`src/rtl/mips_du_pkg.sv`:
```
// Shared debug-unit definitions: datapath image widths, frame constants and dump FSM states.
// Reused by the datapath, the UART top and the dump engine.
package mips_du_pkg;

   localparam int unsigned DU_REG_W         = 1024;
   localparam int unsigned DU_MEM_W         = 256;
   localparam int unsigned DU_IFID_W        = 64;
   localparam int unsigned DU_IDEX_W        = 126;
   localparam int unsigned DU_PAD_W         = 2;
   localparam int unsigned DU_SNAP_W        = DU_PAD_W + DU_IDEX_W + DU_IFID_W + DU_MEM_W
                                              + DU_REG_W;
   localparam int unsigned DU_PAYLOAD_BYTES = DU_SNAP_W / 8;
   localparam logic [7:0]  DU_HEADER        = 8'hA5;

   typedef enum logic [1:0] {
      StIdle     = 2'd0,
      StHeader   = 2'd1,
      StPayload  = 2'd2,
      StChecksum = 2'd3
   } du_state_e;

endpackage

```
`src/rtl/du_byte_sel.sv`:
```
// Snapshot register for the debug frame plus the index-to-byte payload mux.
// The image is captured only on i_load so later datapath activity cannot disturb a frame.
module du_byte_sel
   import mips_du_pkg::*;
#(
   parameter int unsigned PAYLOAD_BYTES = DU_PAYLOAD_BYTES
) (
   input  logic                         i_clk,
   input  logic                         i_rst_n,
   input  logic                         i_load,
   input  logic [PAYLOAD_BYTES*8-1:0]   i_snap,
   input  logic [7:0]                   i_idx,
   output logic [7:0]                   o_byte
);

   logic [PAYLOAD_BYTES*8-1:0] r_snap;
   logic [10:0]                w_ofs;

   always_ff @(posedge i_clk or negedge i_rst_n) begin
      if (!i_rst_n) begin
         r_snap <= '0;
      end else if (i_load) begin
         r_snap <= i_snap;
      end
   end

   always_comb begin
      w_ofs  = {i_idx, 3'b000};
      o_byte = r_snap[w_ofs +: 8];
   end

endmodule

```
`src/rtl/debug_dump.sv`:
```
// Debug dump engine: on a halt edge or manual request, streams HEADER, the latched datapath
// snapshot byte by byte, and an XOR checksum over a valid/ready byte interface.
module debug_dump
   import mips_du_pkg::*;
#(
   parameter logic [7:0]  HEADER        = DU_HEADER,
   parameter int unsigned PAYLOAD_BYTES = DU_PAYLOAD_BYTES
) (
   input  logic                   clk,
   input  logic                   reset,
   input  logic [DU_REG_W-1:0]    du_reg,
   input  logic [DU_MEM_W-1:0]    du_mem,
   input  logic [DU_IFID_W-1:0]   du_if_id,
   input  logic [DU_IDEX_W-1:0]   du_id_ex,
   input  logic                   du_halt,
   input  logic                   dump_req,
   output logic [7:0]             tx_data,
   output logic                   tx_valid,
   input  logic                   tx_ready,
   output logic                   busy,
   output logic                   done
);

   localparam logic [7:0] LastIdx = 8'(PAYLOAD_BYTES - 1);

   du_state_e            r_state, w_state_nxt;
   logic [7:0]           r_idx, w_idx_nxt;
   logic [7:0]           r_csum, w_csum_nxt;
   logic                 r_done, w_done_nxt;
   logic                 r_halt_prev;
   logic                 r_armed;
   logic                 w_halt_edge;
   logic                 w_trigger;
   logic                 w_xfer;
   logic [7:0]           w_byte;
   logic [DU_SNAP_W-1:0] w_snap;

   assign w_snap = {{DU_PAD_W{1'b0}}, du_id_ex, du_if_id, du_mem, du_reg};

   du_byte_sel #(
      .PAYLOAD_BYTES (PAYLOAD_BYTES)
   ) u_byte_sel (
      .i_clk   (clk),
      .i_rst_n (reset),
      .i_load  (w_trigger),
      .i_snap  (w_snap),
      .i_idx   (r_idx),
      .o_byte  (w_byte)
   );

   // r_armed stays low for the first cycle after reset so a halt already high is not an edge.
   always_ff @(posedge clk or negedge reset) begin
      if (!reset) begin
         r_state     <= StIdle;
         r_idx       <= '0;
         r_csum      <= '0;
         r_done      <= 1'b0;
         r_halt_prev <= 1'b0;
         r_armed     <= 1'b0;
      end else begin
         r_state     <= w_state_nxt;
         r_idx       <= w_idx_nxt;
         r_csum      <= w_csum_nxt;
         r_done      <= w_done_nxt;
         r_halt_prev <= du_halt;
         r_armed     <= 1'b1;
      end
   end

   always_comb begin
      w_state_nxt = r_state;
      w_idx_nxt   = r_idx;
      w_csum_nxt  = r_csum;
      w_done_nxt  = 1'b0;
      w_halt_edge = r_armed & du_halt & ~r_halt_prev;
      w_trigger   = (r_state == StIdle) & (w_halt_edge | dump_req);
      w_xfer      = (r_state != StIdle) & tx_ready;

      unique case (r_state)
         StIdle: begin
            if (w_trigger) begin
               w_state_nxt = StHeader;
               w_idx_nxt   = '0;
               w_csum_nxt  = '0;
            end
         end
         StHeader: begin
            if (w_xfer) w_state_nxt = StPayload;
         end
         StPayload: begin
            if (w_xfer) begin
               w_csum_nxt = r_csum ^ w_byte;
               if (r_idx == LastIdx) begin
                  w_state_nxt = StChecksum;
               end else begin
                  w_idx_nxt = r_idx + 8'd1;
               end
            end
         end
         StChecksum: begin
            if (w_xfer) begin
               w_state_nxt = StIdle;
               w_done_nxt  = 1'b1;
            end
         end
      endcase
   end

   always_comb begin
      tx_valid = (r_state != StIdle);
      busy     = (r_state != StIdle);
      done     = r_done;
      tx_data  = 8'h00;
      unique case (r_state)
         StIdle:     tx_data = 8'h00;
         StHeader:   tx_data = HEADER;
         StPayload:  tx_data = w_byte;
         StChecksum: tx_data = r_csum;
      endcase
   end

endmodule

```
`config.mk`:
```
export PLATFORM = sky130hd
export DESIGN_NAME = debug_dump
export DESIGN_NICKNAME = d
export VERILOG_FILES = /design/src/rtl/mips_du_pkg.sv /design/src/rtl/du_byte_sel.sv /design/src/rtl/debug_dump.sv
export SDC_FILE = /design/constraint.sdc
export NUM_CORES = 2
export LEC_CHECK = 0
export BUFFER_PORTS_ARGS = -buffer_cell sky130_fd_sc_hd__buf_2
export CAP_MARGIN = 20
export CORE_AREA = 10 10 567 569
export DETAILED_ROUTE_END_ITERATION = 12
export DIE_AREA = 0 0 577 579
export GPL_TIMING_DRIVEN = 0
export HOLD_SLACK_MARGIN = 0.08
export PLACE_DENSITY = 0.46
export SYNTH_ARGS = -nofsm -noshare
export SYNTH_HDL_FRONTEND = slang
export SYNTH_SLANG_ARGS = --single-unit
```
`constraint.sdc`:
```
create_clock -name clk -period 2.9 [get_ports clk]
set_input_delay 0.58 -clock clk [delete_from_list [all_inputs] [get_ports clk]]
set_output_delay 0.58 -clock clk [all_outputs]
set_load 0.01 [all_outputs]
```
==> results.cfg <==
[yosys]
postSynthNetCount = 5951
synthArstFlopShare_pct = 100
post_synth.cell_area_avg_um2 = 15.3
synth_flop_cell = sky130_fd_sc_hd__dfrtp_1
ys.warnings.count = 0
synth-edff-count = 0
area_share_of_the_largest_cell_type_after_synthesis_pct = 54.7
synth_seq_cells = 1491
synth_area_leaders = sky130_fd_sc_hd__dfrtp_1 55%, sky130_fd_sc_hd__mux2_2 25%, sky130_fd_sc_hd__mux4_2 7.1%
synth.distinct_cells = 83
ys_seq_area_share_pct = 54.7
syn-instance-count = 4471
yosysTopAreaCell = sky130_fd_sc_hd__dfrtp_1
mapped_area_um2 = 68200

[global_route]
gr-usage-met3_pct = 5.87
grt-ovfl-total = 0
track_usage_pct = 29.5
grt_util_met1_pct = 37.7
first_global_vias = 63230
global_route.peak_usage_layer = met2
use_met2_pct = 48.7
grt_max_degree = 139
grt_pass1_wl_um = 648000
grt_antenna_before_repair = 182

[sta]
max_slew_margin_pct = 16.9
worst_clock_skew_ps = 82.0
timing_worst_slew_pin_value_ps = 1250
grt_setup_unrepaired = true
timing.setup.tns_ps = -27840
timing.final.max_slew_violations = 0
hold_viol = 114
timing.final.crit_period_ps = 5720
worst_slack_ps = -2820
final.period_utilization_pct = 197
fmaxAchievable_mhz = 175
report.final.setup_viol = 17
hold_slack_ps = -333

[placed_design]
gpl.final_weighted_congestion = 0.891
detailed_place_hpwl_um = 383000
dp_cells = 10172
numPortBuffers = 1485

[run_status]
run_status = finished with violations
violated_checks = hold timing, setup timing

[clock_tree]
clockBufferDepth = 4
tritoncts = done
insertion_delay_ps = 910
ctsRootBufferMaster = sky130_fd_sc_hd__clkbuf_16
total_clock_buffers_created_by_cts = 181
clock-sinks = 1491
cts.htree.levels = 4
cts.reportedPaths.clkPinSlew_ps = 60
cts_hold_buf = 1467

[final_layout]
finalCoreUtilization_pct = 35.1
final_cell_count_no_fill = 12256
final_nets = 9351
layout.cells.most_common_list = 1498 x sky130_fd_sc_hd__mux2_2, 1488 x sky130_fd_sc_hd__dfrtp_1, 1485 x sky130_fd_sc_hd__buf_2
drive_gt1_share_pct = 52.8
mostFrequentLayoutCell = sky130_fd_sc_hd__mux2_2
syn_to_final_growth_pct = 59.5

[die]
die_h_um = 579
placementRows = 205
core_area_um2 = 310000
floorplan.die.width_um = 577
num_io_pins = 1486
initial_core_util_pct = 22.0
design.die.area_um2 = 334000

[drt]
drc = 0
drt_pass1_iterations = 6
postRouteAntennaNets = 0
route.detailed.wl_per_inst_um = 41.7
dr_total_vias = 58807
drtIter0Drc = 4294
vias_per_cell = 4.80
postRouteWirelength_um = 512000

[critical_path]
worstPathRequired_ps = 2320
crit_path_max_incr_delay_ps = 1010
cpLargestDelayFamily = compound AO/OA/AOI/OAI gates
start_kind = register
path_cells = buf_12 -> buf_16 -> buf_16 -> buf_16 -> buf_16 -> buf_16 -> mux2i_4 -> a22oi_1 -> a22oi_2 -> o2111ai_4 -> a222oi_1 -> o32ai_2 -> a22o_1 -> buf_6
worstPathMaxFanout = 4
critical-path-slowest-cell = sky130_fd_sc_hd__a222oi_1
path_common_cell = sky130_fd_sc_hd__buf_16
worst_setup_path_type = reg -> out
crit_path_end_kind = output port
crit_buf_inv = 7
worst_ep_arrival_time_ps = 5140

[pwr]
pwr_per_cell_area_nw_per_um2 = 1160
total_leakage_power_nw = 46.4
vdd.ir_drop.worst_mv = 0.528

[flow_run]
maxCapViolations = 0

[min_path]
timing.hold.worst.class = in -> async
==> stage by stage <==
| step | power, mW | worst slack [ps] | area (µm²) |
|---|---|---|---|
| 6_report | 126 | -2820 | 109000 |
| 5_1_grt | 130 | -2880 | 109000 |
| 4_1_cts | 125 | -2950 | 107000 |
| 3_5_place_dp | 94.2 | -5170 | 82700 |
| 3_3_place_gp | 92.2 | -33920 | 81100 |
| 2_1_floorplan | 63.5 | -160 | 68500 |
==> what timing repair did <==
item / CTS / global route
hold endpoints to repair: 1581 / 114
pin swaps: 21 / 33
setup endpoints to repair: 1936 / 661
gates resized for setup: 595 / 170
setup buffers: 132 / 50
gates cloned: 8 / 1
==> power by group <==
part | total [mW] | internal [mW] | switching, mW
Combinational | 64.5 | 28.0 | 36.5
Clock | 23.9 | 13.8 | 10.1
Sequential | 38.0 | 31.6 | 6.46
==> kinds of logic (layout without fill, tap and decap cells) <==
group | count (synthesis) | after routing | synth area share (%)
flops | 1491 | 1491 | 54.7
simple gates | 287 | 287 | 2.09
fa+ha+maj | 5 | 5 | 0.0917
mux | 2001 | 2001 | 36.5
compound gates | 342 | 342 | 3.68
buf+inv | 337 | 3878 | 2.83
xor+xnor | 7 | 7 | 0.0899
other cells | 1 | 105 | 0.00550
==> state kept, by name, indices dropped and copies added, names as in the netlist <==
signal and count:
done 1, r_armed 1, r_csum 8, r_halt_prev 1, r_idx 8, r_state 2
u_byte_sel.r_snap 1470
==> synthesized netlist by cell type, types with 8 or more instances <==
| cell type | number |
|---|---|
| sky130_fd_sc_hd__a21oi_1 | 58 |
| sky130_fd_sc_hd__o22ai_1 | 9 |
| sky130_fd_sc_hd__inv_1 | 11 |
| sky130_fd_sc_hd__a221o_1 | 14 |
| sky130_fd_sc_hd__nand2b_1 | 12 |
| sky130_fd_sc_hd__nor4_1 | 9 |
| sky130_fd_sc_hd__nor3_1 | 15 |
| sky130_fd_sc_hd__buf_6 | 22 |
| sky130_fd_sc_hd__clkbuf_1 | 193 |
| sky130_fd_sc_hd__o211ai_1 | 8 |
| sky130_fd_sc_hd__mux4_1 | 18 |
| sky130_fd_sc_hd__buf_2 | 43 |
| sky130_fd_sc_hd__nor2b_1 | 22 |
| sky130_fd_sc_hd__buf_4 | 13 |
| sky130_fd_sc_hd__mux4_2 | 215 |
| sky130_fd_sc_hd__nor2_1 | 46 |
| sky130_fd_sc_hd__buf_8 | 20 |
| sky130_fd_sc_hd__o221ai_1 | 15 |
| sky130_fd_sc_hd__o21ai_0 | 32 |
| sky130_fd_sc_hd__a31oi_1 | 17 |
| sky130_fd_sc_hd__o31ai_1 | 9 |
| sky130_fd_sc_hd__dfrtp_1 | 1491 |
| sky130_fd_sc_hd__buf_1 | 18 |
| sky130_fd_sc_hd__mux2_2 | 1500 |
| sky130_fd_sc_hd__a22oi_1 | 66 |
| sky130_fd_sc_hd__a221oi_1 | 36 |
| sky130_fd_sc_hd__mux2i_1 | 267 |
| sky130_fd_sc_hd__a211oi_1 | 21 |
| sky130_fd_sc_hd__nand3_1 | 45 |
| sky130_fd_sc_hd__nand2_1 | 88 |
| sky130_fd_sc_hd__and3_1 | 10 |
| sky130_fd_sc_hd__a22o_1 | 8 |
==> final timing paths <==
| path | startpoint | to | slack [ps] | cells past startpoint |
|---|---|---|---|---|
| worst min-delay path | reset | u_byte_sel.r_snap[1303] | -330 | 1 |
| min in group clk | du_id_ex[31] | u_byte_sel.r_snap[1375] | 130 | 2 |
| worst min register to register | u_byte_sel.r_snap[1428] | u_byte_sel.r_snap[1428] | 500 | 1 |
| worst max-delay path | r_idx[0] | tx_data[4] | -2820 | 14 |
| worst max register to register | r_idx[0] | r_csum[4] | -1290 | 14 |
| max in group asynchronous | reset | u_byte_sel.r_snap[778] | 320 | 6 |
==> final cells by class <==
type,instances,area [µm²]
Inverter,13,70.1
Sequential cell,1491,37300
Buffer,322,3610
Multi-Input combinational cell,2643,30500
Fill cell,30185,202000
Timing Repair Buffer,3219,25800
Clock inverter,45,689
Tap cell,4140,5180
Antenna cell,104,260
Clock buffer,279,5390
==> worst reg2reg max path, delay by kind of cell, from the launching register on <==
| family | cells | cell delay, ps |
|---|---|---|
| DFF | 1 | 410 |
| AOI/OAI and AO/OA | 6 | 2030 |
| buffers and inverters | 6 | 1100 |
| and+or+nand+nor | 1 | 230 |
| muxes | 1 | 360 |
==> routing by layer <==
layer,vias up,share of wire (%)
li1,23767,-
met1,30953,42
met2,3072,47
met3,947,6.2
met4,68,4.8
met5,-,0.082
No activity file was read; power rests on OpenSTA's default activity.
